[config.mk]
export PLATFORM = sky130hd
export DESIGN_NAME = tmr_vote_seq_flat
export DESIGN_NICKNAME = d
export VERILOG_FILES = /design/src/rtl/tmr_vote_seq_if.sv /design/src/rtl/tmr_vote_seq.sv /design/src/flat_wrapper.sv
export SDC_FILE = /design/constraint.sdc
export NUM_CORES = 1
export LEC_CHECK = 0
export BUFFER_PORTS_ARGS = -buffer_cell sky130_fd_sc_hd__buf_2
export CAP_MARGIN = 20
export CORE_ASPECT_RATIO = 0.8
export CORE_UTILIZATION = 52
export DETAILED_ROUTE_END_ITERATION = 16
export GPL_TIMING_DRIVEN = 0
export PLACE_DENSITY_LB_ADDON = 0.15
export SLEW_MARGIN = 15
export SYNTH_ARGS = -nofsm -noshare
export SYNTH_HDL_FRONTEND = slang
export SYNTH_SLANG_ARGS = --single-unit
export TNS_END_PERCENT = 10
[constraint.sdc]
create_clock -name CP -period 2 [get_ports CP]
set_input_delay 0.2 -clock CP [delete_from_list [all_inputs] [get_ports CP]]
set_output_delay 0.2 -clock CP [all_outputs]
set_load 0.03 [all_outputs]
[src/rtl/tmr_vote_seq_if.sv]
`default_nettype none
// +----------------------------------------------------------------------+
// | Module   : tmr_vote_seq_if                                           |
// | Brief    : Request, result and shared AO5 cell signals of the TMR    |
// |            voting sequencer. slave = sequencer, master = environment.|
// | Revision : 1.0  initial release                                      |
// +----------------------------------------------------------------------+
interface tmr_vote_seq_if #(
  parameter int WIDTH = 8
);
  // request side
  logic             REQ_VALID;
  logic             REQ_READY;
  logic [WIDTH-1:0] A_DATA;
  logic [WIDTH-1:0] B_DATA;
  logic [WIDTH-1:0] C_DATA;
  // shared AO5 cell (inverted majority)
  logic             VA;
  logic             VB;
  logic             VC;
  logic             VZ;
  // result side
  logic             RES_VALID;
  logic             RES_READY;
  logic [WIDTH-1:0] RES_DATA;
  logic [2:0]       ERR;
  logic             CELL_FAULT;

  modport slave (
    input  REQ_VALID, A_DATA, B_DATA, C_DATA, VZ, RES_READY,
    output REQ_READY, VA, VB, VC, RES_VALID, RES_DATA, ERR, CELL_FAULT
  );

  modport master (
    output REQ_VALID, A_DATA, B_DATA, C_DATA, VZ, RES_READY,
    input  REQ_READY, VA, VB, VC, RES_VALID, RES_DATA, ERR, CELL_FAULT
  );
endinterface
`default_nettype wire

[src/rtl/tmr_vote_seq.sv]
`default_nettype none
// +----------------------------------------------------------------------+
// | Module   : tmr_vote_seq                                              |
// | Brief    : Bit-serial TMR voter. Walks one accepted word triple      |
// |            LSB-first through a shared external AO5 cell and returns  |
// |            the voted word plus per-channel disagreement flags.       |
// |            Optional macro TMR_VOTE_CHECK_EN adds a local majority    |
// |            check of the cell, reported on sticky CELL_FAULT.         |
// | Revision : 1.0  initial release                                      |
// +----------------------------------------------------------------------+
module tmr_vote_seq #(
  parameter int WIDTH = 8
) (
  input  wire            CP,
  input  wire            RN,
  tmr_vote_seq_if.slave  bus
);

  localparam int            CW       = (WIDTH > 1) ? $clog2(WIDTH) : 1;
  localparam logic [CW-1:0] LAST_BIT = CW'(WIDTH - 1);

  typedef enum logic [1:0] {
    ST_IDLE = 2'd0,
    ST_VOTE = 2'd1,
    ST_DONE = 2'd2
  } state_t;

  state_t           state_q,     state_d;
  logic [CW-1:0]    cnt_q,       cnt_d;
  logic [WIDTH-1:0] a_sh_q,      a_sh_d;
  logic [WIDTH-1:0] b_sh_q,      b_sh_d;
  logic [WIDTH-1:0] c_sh_q,      c_sh_d;
  logic             va_q,        va_d;
  logic             vb_q,        vb_d;
  logic             vc_q,        vc_d;
  logic             req_ready_q, req_ready_d;
  logic             res_valid_q, res_valid_d;
  logic [WIDTH-1:0] res_data_q,  res_data_d;
  logic [2:0]       err_q,       err_d;

  // The cell is an inverted majority, so the vote of the presented bits is ~VZ.
  logic voted_bit;
  logic accept;

  assign voted_bit = ~bus.VZ;
  assign accept    = (state_q == ST_IDLE) && bus.REQ_VALID && req_ready_q;

  // Next-state and datapath: load on accept, shift one bit per VOTE cycle, hold in DONE.
  always_comb begin
    state_d     = state_q;
    cnt_d       = cnt_q;
    a_sh_d      = a_sh_q;
    b_sh_d      = b_sh_q;
    c_sh_d      = c_sh_q;
    va_d        = 1'b0;
    vb_d        = 1'b0;
    vc_d        = 1'b0;
    res_valid_d = res_valid_q;
    res_data_d  = res_data_q;
    err_d       = err_q;

    case (state_q)
      ST_IDLE: begin
        if (accept) begin
          // Bit 0 goes straight to the cell drivers; the rest wait in the shifters.
          va_d    = bus.A_DATA[0];
          vb_d    = bus.B_DATA[0];
          vc_d    = bus.C_DATA[0];
          a_sh_d  = bus.A_DATA >> 1;
          b_sh_d  = bus.B_DATA >> 1;
          c_sh_d  = bus.C_DATA >> 1;
          err_d   = 3'b000;
          cnt_d   = '0;
          state_d = ST_VOTE;
        end
      end

      ST_VOTE: begin
        // Shift the vote in at the MSB; after WIDTH cycles bit 0 lands at the LSB.
        res_data_d = {voted_bit, res_data_q[WIDTH-1:1]};
        err_d      = err_q | ({vc_q, vb_q, va_q} ^ {3{voted_bit}});
        if (cnt_q == LAST_BIT) begin
          // Counter parks on the last bit rather than wrapping; drivers fall to 0.
          res_valid_d = 1'b1;
          state_d     = ST_DONE;
        end else begin
          cnt_d  = cnt_q + CW'(1);
          va_d   = a_sh_q[0];
          vb_d   = b_sh_q[0];
          vc_d   = c_sh_q[0];
          a_sh_d = a_sh_q >> 1;
          b_sh_d = b_sh_q >> 1;
          c_sh_d = c_sh_q >> 1;
        end
      end

      ST_DONE: begin
        if (bus.RES_READY) begin
          res_valid_d = 1'b0;
          state_d     = ST_IDLE;
        end
      end

      default: begin
        res_valid_d = 1'b0;
        state_d     = ST_IDLE;
      end
    endcase

    // Ready is registered, so it reflects whether the next cycle is IDLE.
    req_ready_d = (state_d == ST_IDLE);
  end

  // State and datapath registers with synchronous active-low reset.
  always_ff @(posedge CP) begin
    if (!RN) begin
      state_q     <= ST_IDLE;
      cnt_q       <= '0;
      a_sh_q      <= '0;
      b_sh_q      <= '0;
      c_sh_q      <= '0;
      va_q        <= 1'b0;
      vb_q        <= 1'b0;
      vc_q        <= 1'b0;
      req_ready_q <= 1'b0;
      res_valid_q <= 1'b0;
      res_data_q  <= '0;
      err_q       <= 3'b000;
    end else begin
      state_q     <= state_d;
      cnt_q       <= cnt_d;
      a_sh_q      <= a_sh_d;
      b_sh_q      <= b_sh_d;
      c_sh_q      <= c_sh_d;
      va_q        <= va_d;
      vb_q        <= vb_d;
      vc_q        <= vc_d;
      req_ready_q <= req_ready_d;
      res_valid_q <= res_valid_d;
      res_data_q  <= res_data_d;
      err_q       <= err_d;
    end
  end

  assign bus.REQ_READY = req_ready_q;
  assign bus.RES_VALID = res_valid_q;
  assign bus.RES_DATA  = res_data_q;
  assign bus.ERR       = err_q;
  assign bus.VA        = va_q;
  assign bus.VB        = vb_q;
  assign bus.VC        = vc_q;

`ifdef TMR_VOTE_CHECK_EN
  logic cell_fault_q, cell_fault_d;
  logic local_maj;

  assign local_maj = (va_q & vb_q) | (va_q & vc_q) | (vb_q & vc_q);

  // Sticky flag: the external cell disagreed with the local majority of the presented bits.
  always_comb begin
    cell_fault_d = cell_fault_q;
    if ((state_q == ST_VOTE) && (local_maj != voted_bit)) begin
      cell_fault_d = 1'b1;
    end
  end

  // Fault flag register; only reset clears it.
  always_ff @(posedge CP) begin
    if (!RN) begin
      cell_fault_q <= 1'b0;
    end else begin
      cell_fault_q <= cell_fault_d;
    end
  end

  assign bus.CELL_FAULT = cell_fault_q;
`else
  assign bus.CELL_FAULT = 1'b0;
`endif

endmodule
`default_nettype wire

[src/flat_wrapper.sv]
// flat-port wrapper written by rule: the top's interface ports become plain ports
module tmr_vote_seq_flat 
#(
  parameter int WIDTH = 8
)
  (CP, RN, bus_REQ_VALID, bus_A_DATA, bus_B_DATA, bus_C_DATA, bus_VZ, bus_RES_READY, bus_REQ_READY, bus_VA, bus_VB, bus_VC, bus_RES_VALID, bus_RES_DATA, bus_ERR, bus_CELL_FAULT);
  tmr_vote_seq_if #(.WIDTH(WIDTH)) bus_i ();
  input  wire CP;
  input  wire RN;
  input wire logic [$bits(bus_i.REQ_VALID)-1:0] bus_REQ_VALID;
  input wire logic [$bits(bus_i.A_DATA)-1:0] bus_A_DATA;
  input wire logic [$bits(bus_i.B_DATA)-1:0] bus_B_DATA;
  input wire logic [$bits(bus_i.C_DATA)-1:0] bus_C_DATA;
  input wire logic [$bits(bus_i.VZ)-1:0] bus_VZ;
  input wire logic [$bits(bus_i.RES_READY)-1:0] bus_RES_READY;
  output wire logic [$bits(bus_i.REQ_READY)-1:0] bus_REQ_READY;
  output wire logic [$bits(bus_i.VA)-1:0] bus_VA;
  output wire logic [$bits(bus_i.VB)-1:0] bus_VB;
  output wire logic [$bits(bus_i.VC)-1:0] bus_VC;
  output wire logic [$bits(bus_i.RES_VALID)-1:0] bus_RES_VALID;
  output wire logic [$bits(bus_i.RES_DATA)-1:0] bus_RES_DATA;
  output wire logic [$bits(bus_i.ERR)-1:0] bus_ERR;
  output wire logic [$bits(bus_i.CELL_FAULT)-1:0] bus_CELL_FAULT;
  assign bus_i.REQ_VALID = bus_REQ_VALID;
  assign bus_i.A_DATA = bus_A_DATA;
  assign bus_i.B_DATA = bus_B_DATA;
  assign bus_i.C_DATA = bus_C_DATA;
  assign bus_i.VZ = bus_VZ;
  assign bus_i.RES_READY = bus_RES_READY;
  assign bus_REQ_READY = bus_i.REQ_READY;
  assign bus_VA = bus_i.VA;
  assign bus_VB = bus_i.VB;
  assign bus_VC = bus_i.VC;
  assign bus_RES_VALID = bus_i.RES_VALID;
  assign bus_RES_DATA = bus_i.RES_DATA;
  assign bus_ERR = bus_i.ERR;
  assign bus_CELL_FAULT = bus_i.CELL_FAULT;
  tmr_vote_seq #(.WIDTH(WIDTH)) u_core (.CP(CP), .RN(RN), .bus(bus_i));
endmodule
# [Word level (Yosys, flattened, before mapping)]
# Index checks and enable logic that the tools add are counted.
[totals] register_bits=45 latch_bits=0 ramBits=0 romBits=0 inputBits=29 output_inout_bits=17 elab_cells=61 memories=0
[op_classes] add_sub_neg=1 mul=0 div=0 order_cmp=0 n_eq_ne=7 shifts=0 n_mux=29 n_bitwise=4 reduce_logical=8
[ops] operator="$mux W8" n=6
[ops] operator="$pmux W8 S2" n=3
[ops] operator="$pmux W3 S2" n=2
[ops] operator="$mux W1" n=8
[ops] operator="$mux W2" n=3
[ops] operator="$mux W3" n=2
[ops] operator="$pmux W1 S2" n=3
[ops] operator="$pmux W2 S3" n=1
[ops] operator="$reduce_and A3 Y1" n=2
[ops] operator="$logic_not A2 Y1" n=2
[ops] operator="$ne A2 B1 Y1 const B" n=2
[ops] operator="$ne A2 B2 Y1 const B" n=2
[ops] operator="$add A3 B1 Y3 const B" n=1
[ops] operator="$eq A3 B3 Y1 const B" n=1
[ops] operator="$or A3 B3 Y3" n=1
[ops] operator="$pmux W1 S3" n=1
[ops] operator="$xor A3 B3 Y3" n=1
[ops] operator="$eq A2 B1 Y1 const B" n=1
[ops] operator="$eq A2 B2 Y1 const B" n=1
[ops] operator="$logic_and A1 B1 Y1" n=2
[ops] operator="$not A1 Y1" n=2
[ops] operator="$reduce_and A2 Y1" n=1
[ops] operator="$reduce_bool A2 Y1" n=1

# [Depth between registers and ports, before layout]
# Gate-level depths: netlist (run 1).
[depth] ltp_word=6 ltp_mapped=6 mapped_depth_nobuf=5

# [Least setup slack after synthesis (run 1)]
# No wires, ideal clock.
[synth_timing] kind="register -> register" start="register u_core.cnt_q[0]" end="register u_core.b_sh_q[6]" setup_time_ps=117 arrival_ps=1456 t_required_ps=1883 setup_slack_ps=426 path_stages_with_launch=7 n_path_buf=1 synth_period_minus_slack_ps=1574 cell_sequence="dfxtp_1 -> ha_1 -> ha_1 -> nor3b_4 -> nor3b_4 -> buf_6 -> a32o_1"
[synth_via] elab_chain_len=3
[synth_lines] item="from (decl)" line_no="tmr_vote_seq.sv:29" rtl="logic [CW-1:0] cnt_q, cnt_d;"
[synth_lines] item="from (signal assigned)" line_no="tmr_vote_seq.sv:131" rtl="cnt_q <= cnt_d;"
[synth_lines] item="$eq A3 B3 Y1" line_no="tmr_vote_seq.sv:82" rtl="if (cnt_q == LAST_BIT) begin"
[synth_lines] item="$ne A2 B2 Y1 (no line)"
[synth_lines] item="$reduce_and A3 Y1 (no line)"
[synth_lines] item="to (signal assigned)" line_no="tmr_vote_seq.sv:133" rtl="b_sh_q <= b_sh_d;"
[synth_lines] item="to (decl)" line_no="tmr_vote_seq.sv:31" rtl="logic [WIDTH-1:0] b_sh_q, b_sh_d;"
# No other way between the ends.
# A chain may end at the register's enable or synchronous reset.

# [Final worst setup path (run 1)]
# Same ends and word-level chain as after synthesis.

==> results of run 1 <==
-- path summary, 6_finish.rpt --
check / to / from / cells past startpoint / slack (ps)
setup / recovery: u_core.b_sh_q[6] / u_core.cnt_q[0] / 6 / 220
hold / removal: u_core.a_sh_q[6] / bus_A_DATA[7] / 2 / 150
setup reg to reg: u_core.b_sh_q[6] / u_core.cnt_q[0] / 6 / 220
hold reg to reg: u_core.c_sh_q[0] / u_core.c_sh_q[0] / 1 / 470
-- sequential cells by signal, indices dropped and copies added, names as in the netlist --
| register | cells |
|---|---|
| u_core.state_q | 2 |
| u_core.bus.ERR | 3 |
| u_core.bus.VC | 1 |
| u_core.bus.RES_VALID | 1 |
| u_core.bus.VB | 1 |
| u_core.a_sh_q | 7 |
| u_core.bus.REQ_READY | 1 |
| u_core.b_sh_q | 7 |
| u_core.cnt_q | 3 |
| u_core.c_sh_q | 7 |
| u_core.bus.RES_DATA | 8 |
| u_core.bus.VA | 1 |
-- cell families after synthesis --
kind of cell             Yosys count  share of synthesized area (%)
AO/OA/AOI/OAI                     47                          24.23
XOR/XNOR                           3                          1.430
adder cells (fa/ha/maj)            2                          1.361
buffers and inverters             15                          6.330
flip-flops                        42                          45.75
multiplexers                      18                          9.802
other                              1                         0.2040
AND/OR/NAND/NOR                   34                          10.89
-- cell usage after synthesis, types with 3 or more instances --
cell type  number
mux2i_1        18
xnor2_1         3
o21ai_0         3
buf_2           3
o2bb2ai_2      10
nor2_1          4
nand2_1        18
buf_4           3
dfxtp_1        42
nor2b_1         4
a21boi_1        9
buf_6           6
a22oi_1         6
a32o_1          5
o2bb2ai_1       8
-- critical path: cells and delay by family (launching register included) --
kind	cells	cell delay, ps
simple gates	2	500
compound gates	1	210
fa+ha+maj	2	460
flops	1	340
buf+inv	1	170
-- power by group through the flow --
stage	Clock (W)	Combinational [W]	Sequential, W
4_1_cts	0.000561	0.000266	0.000911
3_5_place_dp	0	0.000264	0.000931
3_3_place_gp	0	0.000256	0.000928
2_1_floorplan	0	0.000175	0.000942
6_report	0.000558	0.000264	0.000912
5_1_grt	0.000598	0.000282	0.000916
-- final cells by class --
type	count	area, µm²	area share (%)
buffer	14	112.6	5.119
clock buffer	7	86.33	3.925
clock inverter	1	5.005	0.2275
inverter	1	3.754	0.1706
multi-input combinational	105	880.8	40.05
sequential	42	840.8	38.23
tap	40	50.05	2.275
timing repair buffer	44	220.2	10.01
-- routing by layer --
layer	wire [µm]	vias to the layer above	global-route usage (%)
met5	0	-	0
met4	38	0	8.333
met3	158	5	4.918
met2	1770	32	34.15
met1	1760	634	25.41
li1	-	685	-
-- cell usage in the layout, fill, tap and decap left out, drive strengths merged, types with 4 or more instances in the layout --
cell type  netlist  routed
buf             12      56
dfxtp           42      42
nand2           18      18
mux2i           18      18
o2bb2ai         18      18
a21boi          11      11
clkbuf           2       9
a22oi            6       6
a32o             5       5
nor2b            4       4
nor2             4       4
-- through the flow --
step           cell area (µm²)  util (%)  power [W]  worst slack, ps  cells
3_3_place_gp              2108     65.46   0.001184            316.8    246
3_5_place_dp              2108     65.46   0.001195            235.7    246
2_1_floorplan             1838         -   0.001117            426.5    162
6_report                  2200     68.30   0.001733            216.5    254
4_1_cts                   2200     68.30   0.001738            225.8    254
5_1_grt                   2200     68.30   0.001797            181.9    254
==> results.json, run 1 <==
{
  "synth_sequential_area_ratio_pct": 45.75,
  "maxSlewHeadroom_pct": 65.42,
  "die-area_um2": 3778,
  "fillers": 267,
  "cp.arrival_ps": 1970,
  "grt_start_max_net_pins": 13,
  "postRouteAntennaNets": 0,
  "fmax_ghz": 0.5607,
  "synth.top_cells.by_area": "dfxtp_1, mux2i_1, o2bb2ai_2, o2bb2ai_1, a21boi_1",
  "postSynth.asyncResetShare_pct": 0,
  "cp-start-kind": "flop",
  "dr.first_iter.drc_count": 69,
  "whs_ps": 146.3,
  "hold_viol_final": 0,
  "slowest_delay_ps": 380,
  "fin_nets": 244,
  "rsz0062_at_grt": "no",
  "path_cells": "ha_1 -> ha_1 -> nor3b_4 -> nor3b_4 -> buf_6 -> a32o_1",
  "drive_above_1_share_pct": 35.98,
  "global_route_wire_length_before_repair_mm": 5.492,
  "leakagePower_nw": 1.022,
  "period_share_pct": 89.17,
  "finalCriticalPeriod_ps": 1783,
  "globalRouteTotalUtil_pct": 20.44,
  "routed-via-count": 1356,
  "yosys_register_bits": 42,
  "n_antenna_cell": 0,
  "cts-htree-levels": 2,
  "start_util_pct": 57.07,
  "power.internal_w": 0.001284,
  "critical_path.endpoint_type": "flop",
  "cts_tree": "yes",
  "combinationalPowerShare_pct": 15.2,
  "place.detailed.hpwl_mm": 2.707,
  "worst_ir_drop_vdd_uv": 418.6,
  "cts_made_buffers": 5,
  "clockPowerShare_pct": 32.2,
  "cp_slowest_cell": "nor3b_4",
  "place.port_buffers": 44,
  "crit_fanout": 10,
  "maxCapViolations": 0,
  "netlist_area_um2": 1838,
  "drc": 0,
  "core_region_area_um2": 3221,
  "max-clock-path-buffers": 2,
  "num_rows": 18,
  "net_count_after_synthesis": 193,
  "antenna_found_initial": 0,
  "synth_area_leader_cell": "dfxtp_1",
  "synth_instances": 162,
  "syn_area_per_cell_um2": 11.35,
  "clkSinkCount": 42,
  "clock_insertion_delay_at_the_later_pin_of_the_skew_report_ps": 290,
  "gpl.final_weighted_congestion": 0.7300,
  "grt_pass1_vias": 1252,
  "number_of_flops_mapped_to_enable_cells_by_yosys": 0,
  "cts.repair.resized": 0,
  "seq_power_share_pct": 52.6,
  "worst_clock_skew_ps": 4.901,
  "net_switching_share_of_the_total_power_pct": 25.90,
  "drt_pre_antenna_iters": 4,
  "routed_wl_mm": 3.728,
  "cts.reportedPaths.clkPinSlew_ps": 80,
  "worst-endpoint-required_ps": 2180,
  "timing.final.max_slew_violations": 0,
  "quantity_of_hold_fixing_buffers_added_after_cts": 0,
  "net_switching_power_w": 0.0004489,
  "cts_post_setup_buffers_inserted": 0,
  "power_density_nw_per_um2": 787.9,
  "setup_viol": 0,
  "timing.setup.critical_path_class": "flop to flop",
  "netlist.area_leader.share_pct": 45.75,
  "run_status": "complete, no violations",
  "die_height_um": 55.18,
  "synthesis.yosys.warnings": 0,
  "detail_route.wl_per_cell_um": 14.68,
  "ys_types": 30,
  "grt.overflow.total": 0,
  "timing_worst_slew_pin_value_ps": 518.7,
  "via_per_inst": 5.339,
  "num_io_pins": 46,
  "cts-root-buf": "clkbuf_8",
  "setup_tns_ps": 0,
  "dominant_register_cell_in_the_synthesized_netlist": "dfxtp_1",
  "min-delay-path-class": "primary input to flop",
  "areaGrowthSynthToFinish_pct": 19.67,
  "fp.dieW_um": 68.47
}
Note: power is estimated with default switching activity, not from simulation.
==> inputs of run 2 (changes only) <==
Settings changed: RECOVER_POWER set to 100.
==> run 2 against run 1 <==
Sequential share of layout area up 1.5 points. Via count up 0.52%. Combinational power down 8.3%. Core utilization down 2.6 points. Clock power about the same.
==> results.json, run 2 (synthesized netlist as in run 1, its figures left out) <==
{
  "run_status": "complete, no violations",
  "quantity_of_hold_fixing_buffers_added_after_cts": 0,
  "areaGrowthSynthToFinish_pct": 15.04,
  "timing.final.max_slew_violations": 0,
  "clkSinkCount": 42,
  "n_antenna_cell": 0,
  "drt_pre_antenna_iters": 4,
  "period_share_pct": 89.43,
  "cts_tree": "yes",
  "num_rows": 18,
  "worst-endpoint-required_ps": 2180,
  "cts-htree-levels": 2,
  "timing_worst_slew_pin_value_ps": 522.2,
  "die-area_um2": 3778,
  "path_cells": "ha_1 -> ha_1 -> nor3b_4 -> nor3b_2 -> buf_6 -> a32o_1",
  "core_region_area_um2": 3221,
  "hold_viol_final": 0,
  "rsz0062_at_grt": "no",
  "fillers": 282,
  "multiInputGateArea_um2": 824.5,
  "fmax_ghz": 0.5591,
  "grt_pass1_vias": 1252,
  "drive_above_1_share_pct": 23.83,
  "cts_post_setup_buffers_inserted": 0,
  "worst_ir_drop_vdd_uv": 405.2,
  "setup_tns_ps": 0,
  "setup_viol": 0,
  "place.detailed.hpwl_mm": 2.707,
  "place.port_buffers": 44,
  "finalCriticalPeriod_ps": 1789,
  "final-seq-area_um2": 840.8,
  "critical_path.most_common_cell": "ha_1",
  "antenna_found_initial": 0,
  "final_cell_mix": "dfxtp_1, buf_2, clkbuf_1",
  "maxSlewHeadroom_pct": 65.18,
  "detail_route.wl_per_cell_um": 14.70,
  "global_route_wire_length_before_repair_mm": 5.492,
  "maxCapViolations": 0,
  "power_density_nw_per_um2": 807.3,
  "fp.dieW_um": 68.47,
  "largest_reg_flops": 8,
  "cts.repair.resized": 0,
  "via_per_inst": 5.366,
  "critical_path.endpoint_type": "flop",
  "crit_fanout": 10,
  "fin_nets": 244,
  "cp_slowest_cell": "nor3b_4",
  "max-clock-path-buffers": 2,
  "routed-via-count": 1363,
  "clock_insertion_delay_at_the_later_pin_of_the_skew_report_ps": 290,
  "post_layout_nonfiller_instances": 254,
  "routed_wl_mm": 3.734,
  "whs_ps": 146.1,
  "cts_made_buffers": 5,
  "min-delay-path-class": "primary input to flop",
  "crit_buf_inv": 1,
  "cp.arrival_ps": 1970,
  "drc": 0,
  "cp-start-kind": "flop",
  "leading_cell_type_in_the_layout_fill_and_taps_excluded": "dfxtp_1",
  "leakagePower_nw": 0.9224,
  "placed_cells": 246,
  "gpl.final_weighted_congestion": 0.7300,
  "postRouteAntennaNets": 0,
  "timing.setup.critical_path_class": "flop to flop",
  "dr.first_iter.drc_count": 44,
  "worst_clock_skew_ps": 6.087,
  "cts.reportedPaths.clkPinSlew_ps": 80,
  "cts-root-buf": "clkbuf_8",
  "grt.overflow.total": 0,
  "num_io_pins": 46,
  "die_height_um": 55.18,
  "slowest_delay_ps": 350,
  "globalRouteTotalUtil_pct": 20.44,
  "path_delay_family": "simple AND/OR/NAND/NOR gates",
  "start_util_pct": 57.07,
  "grt_start_max_net_pins": 13
}
run 2: metrics by stage:
| stage | utilization, % | setup WS (ps) | instance area (µm²) | total power, W |
|---|---|---|---|---|
| after global placement | 65.46 | 316.8 | 2108 | 0.001184 |
| after CTS | 68.30 | 225.8 | 2200 | 0.001738 |
| after floorplan | - | 426.5 | 1838 | 0.001117 |
| after global routing | 65.66 | 94.56 | 2115 | 0.001773 |
| final | 65.66 | 211.3 | 2115 | 0.001707 |
| after detailed placement | 65.46 | 235.7 | 2108 | 0.001195 |
run 2: per-layer routing:
| metal | up-vias | wire (µm) | track usage [%] |
|---|---|---|---|
| li1 | 687 | - | - |
| met1 | 643 | 1759 | 25.41 |
| met2 | 28 | 1761 | 34.15 |
| met3 | 5 | 174 | 4.918 |
| met4 | 0 | 38 | 8.333 |
| met5 | - | 0 | 0 |
run 2: where the power goes:
| part | leakage (nW) | total, W | switching (W) | internal (W) |
|---|---|---|---|---|
| clock network | 0.0482 | 0.000556 | 0.000277 | 0.000279 |
| registers | 0.342 | 0.000909 | 0.0000282 | 0.000881 |
| logic | 0.532 | 0.000242 | 0.000130 | 0.000112 |
run 2: path summary, 6_finish.rpt:
path         slack, ps  cells past startpoint             start                to
min                150                      2     bus_A_DATA[7]  u_core.a_sh_q[6]
max                210                      6   u_core.cnt_q[0]  u_core.b_sh_q[6]
min reg2reg        470                      1  u_core.c_sh_q[0]  u_core.c_sh_q[0]
max reg2reg        210                      6   u_core.cnt_q[0]  u_core.b_sh_q[6]
run 2: area by class of cell:
class,instances,share of cell area [%]
plain buffers,14,4.911
clock buffers,7,4.083
clock inverters,1,0.2367
inverters,1,0.1775
multi-input cells,105,38.99
flip-flops and latches,42,39.76
well taps,40,2.367
repair buffers,44,9.467
run 2: worst reg2reg max path: cells and delay by family (launching register included):
| family | cells | cell delay (ps) |
|---|---|---|
| and+or+nand+nor | 2 | 500 |
| buffers and inverters | 1 | 170 |
| DFF | 1 | 340 |
| adders and majority gates | 2 | 450 |
| AOI/OAI and AO/OA | 1 | 210 |
==> inputs of run 3 (changes only) <==
Settings changed: CORE_UTILIZATION 52 to 47.
Clock period 2 ns to 1.5 ns, I/O delays scaled along.
==> run 3 against run 2 <==
Global-route usage down 2.4 points. Worst hold slack worse by 34 ps. First-iteration DRC count down 6.8%. Via count down 0.95%. Critical path type unchanged. Largest cell class is now multi-input combinational cells. Highest routed layer unchanged.
==> results.json, run 3 (synthesized netlist as in run 1, its figures left out) <==
{
  "start_util_pct": 51.20,
  "drc": 0,
  "via_per_inst": 5.037,
  "cts_made_buffers": 5,
  "leading_cell_type_in_the_layout_fill_and_taps_excluded": "dfxtp_1",
  "path_delay_family": "flip-flops",
  "crit_buf_inv": 1,
  "hold_end": "u_core.c_sh_q[6]",
  "r2r_slack_ps": 30,
  "drt_pre_antenna_iters": 4,
  "die-area_um2": 4166,
  "drive_above_1_share_pct": 30.56,
  "dr.first_iter.drc_count": 41,
  "core_region_area_um2": 3590,
  "place.detailed.hpwl_mm": 2.636,
  "net_switching_power_w": 0.0005908,
  "routed-via-count": 1350,
  "cts.reportedPaths.clkPinSlew_ps": 80,
  "worst-endpoint-required_ps": 1680,
  "num_rows": 19,
  "detail_route.wl_per_cell_um": 13.52,
  "timing.final.ws_setup_ps": 25.95,
  "postRouteAntennaNets": 0,
  "globalRouteTotalUtil_pct": 18.05,
  "power.internal_w": 0.001656,
  "die_height_um": 57.94,
  "pre_cts_slack_ps": -126.1,
  "timing.setup.critical_path_class": "flop to flop",
  "final_cell_mix": "dfxtp_1, buf_2, clkbuf_1, nand2_1, mux2i_1",
  "largest_reg_flops": 8,
  "crit_fanout": 10,
  "clockPowerShare_pct": 30.3,
  "cts_tree": "yes",
  "r2r_end": "u_core.cnt_q[2]",
  "num_io_pins": 46,
  "finalInstanceArea_um2": 2217,
  "routed_wl_mm": 3.623,
  "setup_viol": 0,
  "min-delay-start": "bus_C_DATA[7]",
  "slowest_delay_ps": 360,
  "fmax_ghz": 0.6784,
  "leakagePower_nw": 0.9501,
  "fin_nets": 247,
  "cts-root-buf": "clkbuf_8",
  "fp.dieW_um": 71.92,
  "path_cells": "ha_4 -> ha_4 -> nor3b_4 -> nor3b_4 -> buf_6 -> a32o_1",
  "run_status": "complete, no violations",
  "cp-start-kind": "flop",
  "worst_ir_drop_vdd_uv": 587.5,
  "power_density_nw_per_um2": 1014,
  "max-clock-path-buffers": 2,
  "clkSinkCount": 42,
  "rsz0062_at_grt": "yes",
  "areaGrowthSynthToFinish_pct": 20.63,
  "clock_insertion_delay_at_the_later_pin_of_the_skew_report_ps": 290,
  "worst-r2r-cell-count": 6,
  "antenna_found_initial": 0,
  "placed_cells": 258,
  "worst_r2r_startpoint": "u_core.cnt_q[0]",
  "critical_path.endpoint_type": "flop",
  "place_area_um2": 2150,
  "grt_start_max_net_pins": 13,
  "place.port_buffers": 44,
  "final_util_pct": 61.76,
  "maxCapViolations": 0,
  "timing.final.max_slew_violations": 0,
  "cts-htree-levels": 2,
  "cp.arrival_ps": 1650,
  "post_layout_nonfiller_instances": 268,
  "grt_pass1_vias": 1260,
  "quantity_of_hold_fixing_buffers_added_after_cts": 0,
  "cp_num_cells": 6,
  "hold_viol_final": 0,
  "finalCriticalPeriod_ps": 1474,
  "global_route_wire_length_before_repair_mm": 5.671,
  "whs_ps": 111.8,
  "period_share_pct": 98.27,
  "min-delay-path-class": "primary input to flop",
  "net_switching_share_of_the_total_power_pct": 26.29,
  "grt.overflow.total": 0,
  "seq_power_share_pct": 54.1,
  "gpl.final_weighted_congestion": 0.7592,
  "cp_slowest_cell": "dfxtp_4",
  "n_antenna_cell": 0,
  "worst_clock_skew_ps": 7.790,
  "holdPathStages": 2,
  "combinationalPowerShare_pct": 15.6
}
-- run 3: cell types whose count changed in the layout (fill, tap and decap cells not counted), moves of 2 or more --
cell	change
clkbuf_4	+2
o2bb2ai_1	-4
dfxtp_1	-4
ha_4	+2
buf_4	+3
clkbuf_1	-3
dfxtp_2	+3
ha_1	-2
o2bb2ai_2	+4
-- run 3: what timing repair did --
action                     4_1_cts  5_1_grt
buffers inserted                 1        2
pin swaps                        1        2
gates resized for setup          0        7
hold endpoints to repair         0        0
setup endpoints to repair       20       21
-- run 3: metrics by stage --
step,total power [W],TNS (ps)
after global routing,0.002352,-70.81
after CTS,0.002266,0
after floorplan,0.001491,0
final,0.002247,0
after global placement,0.001582,-471.2
after detailed placement,0.001594,-1122
-- run 3: worst max path at each step --
stage | startpoint | to
after CTS | u_core.cnt_q[1] | u_core.a_sh_q[2]
after detailed placement | u_core.cnt_q[1] | u_core.b_sh_q[6]
after floorplan | u_core.cnt_q[1] | u_core.b_sh_q[6]
after global routing | u_core.cnt_q[0] | u_core.b_sh_q[6]
after global placement | u_core.cnt_q[1] | u_core.cnt_q[2]
final | u_core.cnt_q[0] | u_core.cnt_q[2]
-- run 3: cell type report --
| class | instances | area (µm²) |
|---|---|---|
| well taps | 52 | 65.06 |
| clock buffers | 5 | 68.82 |
| fillers | 307 | 1373 |
| multi-input cells | 105 | 880.8 |
| plain buffers | 14 | 117.6 |
| inverters | 1 | 3.754 |
| flip-flops and latches | 42 | 848.3 |
| clock inverters | 2 | 10.01 |
| repair buffers | 47 | 222.7 |
-- run 3: worst reg2reg max path, stage by stage, from the launching register on --
cell	delay (ps)
dfxtp_4	360
ha_4	160
ha_4	170
nor3b_4	230
nor3b_4	100
buf_6	150
a32o_1	200
-- run 3: power groups by stage --
| stage | registers [W] | logic (W) | clock network [W] |
|---|---|---|---|
| after global routing | 0.00122 | 0.000383 | 0.000747 |
| after floorplan | 0.00126 | 0.000233 | 0 |
| after CTS | 0.00122 | 0.000357 | 0.000693 |
| final | 0.00122 | 0.000350 | 0.000681 |
| after global placement | 0.00124 | 0.000343 | 0 |
| after detailed placement | 0.00124 | 0.000353 | 0 |
-- run 3: layer usage --
metal	global-route usage (%)	vias to the layer above	share of wire, %
li1	-	697	-
met1	24.51	623	50
met2	27.36	26	45
met3	5.565	4	4.0
met4	6.443	0	0.75
met5	0	-	0
